`src/rtl/div_pkg.sv`:
```
//------------------------------------------------------------------------------
// div_pkg
//   Shared definitions for the divide-ratio scheduler: FSM state encoding,
//   legal ratio limits and the ratio type.
//   Revision: 1.0
//------------------------------------------------------------------------------
`default_nettype none

package div_pkg;

  // Legal divide ratios (inclusive)
  localparam int N_MIN = 2;
  localparam int N_MAX = 15;

  // Narrowest field that can hold every legal ratio
  localparam int RATIO_W = $clog2(N_MAX + 1);

  typedef logic [RATIO_W-1:0] ratio_t;

  typedef enum logic [1:0] {
    IDLE  = 2'd0,
    PEND  = 2'd1,
    APPLY = 2'd2
  } state_t;

endpackage

`default_nettype wire

```
`src/rtl/rr_arb2.sv`:
```
//------------------------------------------------------------------------------
// rr_arb2
//   Two-way round-robin arbiter with a registered priority pointer.
//   Ports:
//     clk      - clock
//     reset    - synchronous active-low reset (pointer -> requester 0)
//     req      - request vector, bit i = requester i
//     en       - grant enable; grant is forced to 0 when low
//     advance  - a granted transfer happened this cycle; move the pointer
//     grant    - one-hot grant (or 0)
//   Revision: 1.0
//------------------------------------------------------------------------------
`default_nettype none

module rr_arb2 (
  input  logic       clk,
  input  logic       reset,
  input  logic [1:0] req,
  input  logic       en,
  input  logic       advance,
  output logic [1:0] grant
);

  // ptr_q = index of the requester that wins a tie
  logic ptr_q;

  always_comb begin
    grant = 2'b00;
    if (en) begin
      if (req == 2'b11) begin
        grant = ptr_q ? 2'b10 : 2'b01;
      end else begin
        grant = req;
      end
    end
  end

  // After a transfer, favour whichever requester did not just win
  always_ff @(posedge clk) begin
    if (!reset) begin
      ptr_q <= 1'b0;
    end else if (advance) begin
      ptr_q <= grant[0];
    end
  end

endmodule

`default_nettype wire

```
`src/rtl/div_sched.sv`:
```
//------------------------------------------------------------------------------
// div_sched
//   Clock-divider ratio scheduler. Two requesters may ask for a new divide
//   ratio; requests are arbitrated round-robin, and an accepted ratio is only
//   applied at the end of the current output period so the divider never sees
//   a truncated period.
//   Ports:
//     clk          - clock
//     reset        - synchronous active-low reset
//     req_valid    - per-requester ratio-change request
//     req_n0/1     - ratio requested by requester 0/1
//     req_ready    - one-hot grant, transfer on valid & ready
//     n_out        - ratio currently driven to the divider
//     div_rst      - one-cycle pulse when n_out changes
//     period_tick  - high in the last cycle of each output period
//     busy         - high while a ratio change is in flight
//     err          - one-cycle pulse after an accepted illegal ratio
//   Revision: 1.0
//------------------------------------------------------------------------------
`default_nettype none

module div_sched
  import div_pkg::*;
#(
  parameter int                 N_WIDTH   = 4,
  parameter logic [N_WIDTH-1:0] N_DEFAULT = 4'd2
) (
  input  logic               clk,
  input  logic               reset,
  input  logic [1:0]         req_valid,
  input  logic [N_WIDTH-1:0] req_n0,
  input  logic [N_WIDTH-1:0] req_n1,
  output logic [1:0]         req_ready,
  output logic [N_WIDTH-1:0] n_out,
  output logic               div_rst,
  output logic               period_tick,
  output logic               busy,
  output logic               err
);

  state_t             state_q, state_d;
  logic [N_WIDTH-1:0] n_out_q;
  logic [N_WIDTH-1:0] cnt_q;
  logic [N_WIDTH-1:0] pending_q;
  logic [N_WIDTH-1:0] sel_n;
  logic               err_q;
  logic               tick;
  logic               xfer;
  logic               legal;
  logic               arb_en;
  logic [1:0]         grant;

  assign tick = (cnt_q == n_out_q - N_WIDTH'(1));

  // Grants are only offered in IDLE and never while reset is held
  assign arb_en = reset && (state_q == IDLE);

  rr_arb2 u_arb (
    .clk     (clk),
    .reset   (reset),
    .req     (req_valid),
    .en      (arb_en),
    .advance (xfer),
    .grant   (grant)
  );

  assign xfer  = |(req_valid & grant);
  assign sel_n = grant[1] ? req_n1 : req_n0;
  assign legal = (sel_n >= N_WIDTH'(N_MIN));

  always_comb begin
    state_d = state_q;
    unique case (state_q)
      IDLE: begin
        // Equal ratio is accepted but needs no change; illegal is dropped
        if (xfer && legal && (sel_n != n_out_q)) begin
          state_d = PEND;
        end
      end
      PEND: begin
        if (tick) begin
          state_d = APPLY;
        end
      end
      APPLY: begin
        state_d = IDLE;
      end
      default: begin
        state_d = IDLE;
      end
    endcase
  end

  always_ff @(posedge clk) begin
    if (!reset) begin
      state_q   <= IDLE;
      n_out_q   <= N_DEFAULT;
      cnt_q     <= '0;
      pending_q <= N_DEFAULT;
      err_q     <= 1'b0;
    end else begin
      state_q <= state_d;
      err_q   <= xfer && !legal;
      if ((state_q == IDLE) && (state_d == PEND)) begin
        pending_q <= sel_n;
      end
      // APPLY is only entered on a period boundary, so restarting the
      // counter here coincides with its natural wrap
      if (state_d == APPLY) begin
        n_out_q <= pending_q;
        cnt_q   <= '0;
      end else if (tick) begin
        cnt_q <= '0;
      end else begin
        cnt_q <= cnt_q + N_WIDTH'(1);
      end
    end
  end

  // Status outputs are held low for the whole time reset is asserted
  assign req_ready   = grant;
  assign n_out       = n_out_q;
  assign period_tick = tick;
  assign busy        = reset && (state_q != IDLE);
  assign div_rst     = reset && (state_q == APPLY);
  assign err         = reset && err_q;

endmodule

`default_nettype wire
```
`config.mk`:
```
export PLATFORM = sky130hd
export DESIGN_NAME = div_sched
export DESIGN_NICKNAME = d
export VERILOG_FILES = /design/src/rtl/div_pkg.sv /design/src/rtl/rr_arb2.sv /design/src/rtl/div_sched.sv
export SDC_FILE = /design/constraint.sdc
export NUM_CORES = 1
export LEC_CHECK = 0
export ABC_AREA = 1
export BUFFER_PORTS_ARGS = -buffer_cell sky130_fd_sc_hd__buf_4
export CORE_MARGIN = 2
export CORE_UTILIZATION = 47
export CTS_CLUSTER_DIAMETER = 50
export DETAILED_ROUTE_END_ITERATION = 8
export PLACE_DENSITY = 0.74
export SYNTH_ARGS = -nofsm -noshare
export SYNTH_HDL_FRONTEND = slang
export SYNTH_SLANG_ARGS = --single-unit
```
`constraint.sdc`:
```
create_clock -name clk -period 1.4 [get_ports clk]
set_input_delay 0.07 -clock clk [delete_from_list [all_inputs] [get_ports clk]]
set_output_delay 0.07 -clock clk [all_outputs]
set_load 0.1 [all_outputs]
```
==> results of run 1 <==
power by group:
| part | total, mW | switching, mW | internal (mW) |
|---|---|---|---|
| Combinational | 1.88 | 1.17 | 0.708 |
| Sequential | 0.657 | 0.0953 | 0.562 |
| Clock | 0.321 | 0.162 | 0.158 |
| Total | 2.86 | 1.43 | 1.43 |
metrics by stage:
step	setup TNS [ns]	instance area (um2)	hold slack [ns]	instances	total power, mW
2_1_floorplan	-2.960	1059	0.3041	141	1.672
3_3_place_gp	-1.638	1394	0.4420	209	2.040
3_5_place_dp	-2.313	1394	0.4477	209	2.077
4_1_cts	-2.718	1583	0.1933	219	2.611
5_1_grt	-5.228	1735	0.2089	225	2.977
6_report	-4.502	1735	0.2071	225	2.855
final cells by class:
type	instances	area [um2]	area share [%]
multi-input combinational	103	753.2	43.40
timing repair buffer	53	466.7	26.89
sequential	16	341.6	19.68
inverter	22	103.9	5.984
clock buffer	4	36.28	2.091
tap	27	33.78	1.947
per-layer routing:
layer	vias up	wire length (um)	track usage, %
met5	-	0	0
met4	0	284	9.722
met3	32	377	2.424
met2	89	2113	54.22
met1	585	1445	32.51
li1	566	-	-
cell families after synthesis:
family | Yosys count
AND/OR/NAND/NOR | 83
buffers and inverters | 23
flip-flops | 16
AO/OA/AOI/OAI | 11
XOR/XNOR | 6
adder cells (fa/ha/maj) | 2
Yosys cell counts, drive strengths merged:
library cell and instances:
dfxtp 16, nand2 37, nand3b 3, ha 2
a21oi 8, o211ai 1, or2 2, nor2 19
clkbuf 1, xor2 2, clkinv 1, nand4 2
o21ai 1, inv 21, o31ai 1, xnor2 4
nand3 20
state kept, by name, summed over array words and instances (netlist names):
register / count
err_q: 1
state_q: 2
n_out: 4
u_arb.ptr_q: 1
cnt_q: 4
pending_q: 4
path summary, 6_finish.rpt:
kind                            slack (ns)    startpoint  cells after the start      endpoint
worst min-delay path                  0.21         reset                      3  pending_q[1]
worst min register to register        0.51  pending_q[0]                      2  pending_q[0]
worst max-delay path                 -0.41      n_out[1]                      8   period_tick
worst max register to register       -0.39      n_out[1]                      8      n_out[1]
worst min-delay path, stage by stage:
cell,delay [ns]
buf_4,0.13
buf_4,0.19
nand3_2,0.08
what timing repair did:
action / CTS / global route
pin swaps: 8 / 15
setup endpoints to repair: 19 / 21
gates resized for setup: 29 / 24
gates cloned: 1 / 0
setup buffers: 5 / 9
==> results.json, run 1 <==
{
  "arrival_ns": 1.74,
  "violations": "negative setup slack",
  "gp_congestion": 0.7953,
  "syn2layout_area_growth_pct": 77.59,
  "htreeDepth": 1,
  "synth_compound_area_share_pct": 7.298,
  "period_minus_slack_ns": 1.807,
  "antenna_found_initial": 0,
  "hold_viol_final": 0,
  "hpwl_um": 1992,
  "p_leak_nw": 0.8197,
  "max-vdd-ir-drop_mv": 1.468,
  "syn_inst": 141,
  "cts.root.buffer_cell": "clkbuf_4",
  "slew_violations": 0,
  "fin_crit_sh_pct": 129.1,
  "drt_pass1_iterations": 4,
  "cp_slowest_stage_delay_ns": 0.38,
  "fp.dieW_um": 49.60,
  "synthXorXnorAreaFrac_pct": 5.378,
  "num_vias": 1272,
  "critPathSlowestCell": "dfxtp_4",
  "core_region_area_um2": 1962,
  "start_kind": "flop",
  "fillers": 88,
  "finClkSkew_ns": 0.004003,
  "synth.area.mux_share_pct": 0,
  "num_antenna_cells": 0,
  "ioPinCount": 22,
  "drive_above_1_share_pct": 58.08,
  "cts_max_path_buffers": 2,
  "synth_fp_nets": 155,
  "yosysTopAreaCell": "dfxtp_1",
  "synthTopCellsByArea": "dfxtp_1 33%, nand2_1 12%, nand3_1 10%",
  "gr-usage-all-layers_pct": 28.40,
  "ys_ff_latch": 16,
  "min_path_type": "in -> reg",
  "synth_seq_area_share_pct": 32.78,
  "cp_top_family": "simple AND/OR/NAND/NOR gates",
  "yosys_warnings": 0,
  "grt_setup_unrepaired": "true",
  "rows": 16,
  "slew_headroom_pct": 79.58,
  "drtIter0Drc": 82,
  "synth_top_area_share_pct": 32.78,
  "hold_buffers": 0,
  "cp-end-kind": "primary output",
  "route.detailed.drc": 0,
  "final_cell_mix": "44 x buf_4, 22 x nand2_1, 14 x inv_1",
  "netlist_area_um2": 977.2,
  "wl_per_cell_um": 18.76,
  "synth_top_family_by_area": "simple AND/OR/NAND/NOR gates",
  "io_buffer_count": 21,
  "numCtsBuffers": 3,
  "viasPerCell": 5.653,
  "fmax_mhz": 553.4,
  "cts.sinks": 16,
  "synthAdderAreaFrac_pct": 2.561,
  "avgSynthCellArea_um2": 6.930,
  "critPathRequiredTime_ns": 1.33,
  "yosys.area_share.simple_pct": 42.00,
  "grt_max_degree": 11,
  "cp.buffers_inverters": 3,
  "post-place-ws_ns": -0.2475,
  "crit_fanout": 2,
  "grt_pass1_vias": 1186,
  "final_common_cell": "buf_4",
  "maxCapViolCount": 0,
  "wl_um": 4221,
  "tightest_slew_ns": 0.3060,
  "design.die.area_um2": 2460,
  "final-setup-viol-count": 18,
  "outcome": "finished, violations left",
  "grt_pass1_wl_um": 5278,
  "setup_slack_ns": -0.4070,
  "cts_tree": "done",
  "synth.distinct_cells": 24,
  "clock_latency_ns": 0.29,
  "die_h_um": 49.60,
  "layout.nets": 213,
  "grt-ovfl-total": 0,
  "path_class": "reg -> out",
  "power_density_nw_per_um2": 1645,
  "ant_nets": 0,
  "worst_setup_hold_path_clk_slew_ns": 0.10,
  "start_util_pct": 49.81,
  "finish.utilization_pct": 88.46,
  "path_cells": "inv_4 -> ha_4 -> or2_4 -> nand4_1 -> nor2_2 -> nand2_2 -> clkinvlp_4 -> buf_12"
}
Power figures use the tool's default switching activity.
==> inputs of run 2 (changes only) <==
CAP_MARGIN = 0   (was unset)
SKIP_LAST_GASP = 1   (was unset)
==> results.json, run 2 (same netlist as run 1, synthesis figures left out) <==
{
  "cp.buffers_inverters": 2,
  "grt-ovfl-total": 0,
  "cts.sinks": 16,
  "path_cells": "inv_4 -> ha_4 -> xnor2_2 -> xor2_1 -> nor2_2 -> buf_4 -> nand4_4 -> a21oi_2 -> o21ai_1",
  "clock_latency_ns": 0.30,
  "slew_violations": 0,
  "cp-end-kind": "flop",
  "core_region_area_um2": 1962,
  "design.die.area_um2": 2460,
  "design_area_um2": 1770,
  "tightest_slew_ns": 0.3598,
  "arrival_ns": 1.99,
  "grt_pass1_vias": 1158,
  "drt_pass1_iterations": 4,
  "worst_setup_hold_path_clk_slew_ns": 0.11,
  "timing.rr.start": "n_out[1]",
  "grt_max_degree": 11,
  "power_density_nw_per_um2": 1680,
  "hold_buffers": 0,
  "cts_max_path_buffers": 2,
  "multiInputGateArea_um2": 773.2,
  "critPathSlowestCell": "dfxtp_4",
  "cp_slowest_stage_delay_ns": 0.38,
  "syn2layout_area_growth_pct": 81.18,
  "ant_nets": 0,
  "hold_path_startpoint": "reset",
  "holdWs_ns": 0.1971,
  "pwr-share-comb_pct": 66.6,
  "drive_above_1_share_pct": 60.00,
  "critPathRequiredTime_ns": 1.59,
  "layout.nets": 215,
  "path_class": "reg -> reg",
  "gr-usage-all-layers_pct": 26.98,
  "cts_tree": "done",
  "num_vias": 1306,
  "io_buffer_count": 21,
  "p_leak_nw": 0.8308,
  "wl_um": 4438,
  "rr_worst_depth": 9,
  "gp_congestion": 0.7953,
  "p_sw_share_pct": 50.37,
  "fin_crit_sh_pct": 128.1,
  "post-place-ws_ns": -0.2475,
  "period_minus_slack_ns": 1.794,
  "maxCapViolCount": 0,
  "numCtsBuffers": 3,
  "fmax_mhz": 557.4,
  "grt_setup_unrepaired": "true",
  "whs_path_depth": 3,
  "slew_headroom_pct": 75.84,
  "route.detailed.drc": 0,
  "fp.dieW_um": 49.60,
  "switchingPower_mw": 1.498,
  "crit_fanout": 9,
  "setup_slack_ns": -0.3940,
  "max-vdd-ir-drop_mv": 1.695,
  "final_common_cell": "buf_4",
  "cts.root.buffer_cell": "clkbuf_4",
  "start_kind": "flop",
  "wl_per_cell_um": 19.55,
  "antenna_found_initial": 0,
  "register_area_um2": 341.6,
  "grt_pass1_wl_um": 5043,
  "final_cell_mix": "46 x buf_4, 22 x nand2_1, 14 x inv_1",
  "p_int_mw": 1.476,
  "die_h_um": 49.60,
  "reg2reg_slack_ns": -0.39,
  "hpwl_um": 1992,
  "final-setup-viol-count": 18,
  "cp_top_family": "flip-flops",
  "power.share.sequential_pct": 22.4,
  "placed_area_um2": 1394,
  "clkPwrFrac_pct": 11.0,
  "finClkSkew_ns": 0.006078,
  "hold_end": "pending_q[1]",
  "fillers": 79,
  "rows": 16,
  "start_util_pct": 49.81,
  "viasPerCell": 5.753,
  "worst-path-stages": 9,
  "tns_ns": -4.212,
  "ioPinCount": 22,
  "num_antenna_cells": 0,
  "drtIter0Drc": 38,
  "min_path_type": "in -> reg",
  "hold_viol_final": 0,
  "outcome": "finished, violations left",
  "htreeDepth": 1,
  "violations": "negative setup slack",
  "r2r-end": "n_out[1]"
}
-- run 2: how the worst max path moves through the flow --
| stage | from | to | slack (ns) |
|---|---|---|---|
| finish | n_out[1] | n_out[1] | -0.39 |
| detailed placement | u_arb.ptr_q | pending_q[2] | -0.25 |
| CTS | n_out[1] | period_tick | -0.32 |
| global route | n_out[1] | n_out[1] | -0.45 |
| floorplan | n_out[0] | n_out[1] | -0.37 |
| global placement | u_arb.ptr_q | pending_q[1] | -0.18 |
-- run 2: cell type report --
class	instances	area share, %
sequential	16	19.29
timing repair buffer	55	27.21
inverter	22	5.866
multi-input combinational	103	43.67
clock buffer	4	2.049
tap	27	1.908
-- run 2: per-stage QoR --
| stage | util [%] | total power, mW | cells |
|---|---|---|---|
| 2_1_floorplan | - | 1.672 | 141 |
| 4_1_cts | 80.48 | 2.606 | 219 |
| 5_1_grt | 90.24 | 3.087 | 227 |
| 3_5_place_dp | 71.05 | 2.077 | 209 |
| 3_3_place_gp | 71.05 | 2.040 | 209 |
| 6_report | 90.24 | 2.974 | 227 |
-- run 2: what timing repair did --
| action | CTS | global route |
|---|---|---|
| gates resized for setup | 28 | 29 |
| buffers inserted | 5 | 10 |
| endpoints found under the setup margin | 19 | 21 |
| pin swaps | 7 | 16 |
| cloned | 1 | 0 |
-- run 2: power groups by stage --
| stage | clock network [mW] | registers (mW) | logic [mW] |
|---|---|---|---|
| finish | 0.327 | 0.665 | 1.98 |
| global route | 0.350 | 0.675 | 2.06 |
| CTS | 0.312 | 0.647 | 1.65 |
| detailed placement | 0 | 0.650 | 1.43 |
| global placement | 0 | 0.643 | 1.40 |
| floorplan | 0 | 0.802 | 0.870 |
-- run 2: worst reg2reg max path: stages (launching register included) --
cell and delay (ns):
dfxtp_4 0.38, inv_4 0.04, ha_4 0.15, xnor2_2 0.13
xor2_1 0.18, nor2_2 0.17, buf_4 0.15, nand4_4 0.16
a21oi_2 0.23, o21ai_1 0.10
-- run 2: per-layer routing --
| layer | up-vias | GRT usage [%] | wire [um] |
|---|---|---|---|
| li1 | 567 | - | - |
| met1 | 629 | 30.75 | 1569 |
| met2 | 87 | 51.11 | 2302 |
| met3 | 23 | 2.727 | 369 |
| met4 | 0 | 9.722 | 198 |
| met5 | - | 0 | 0 |
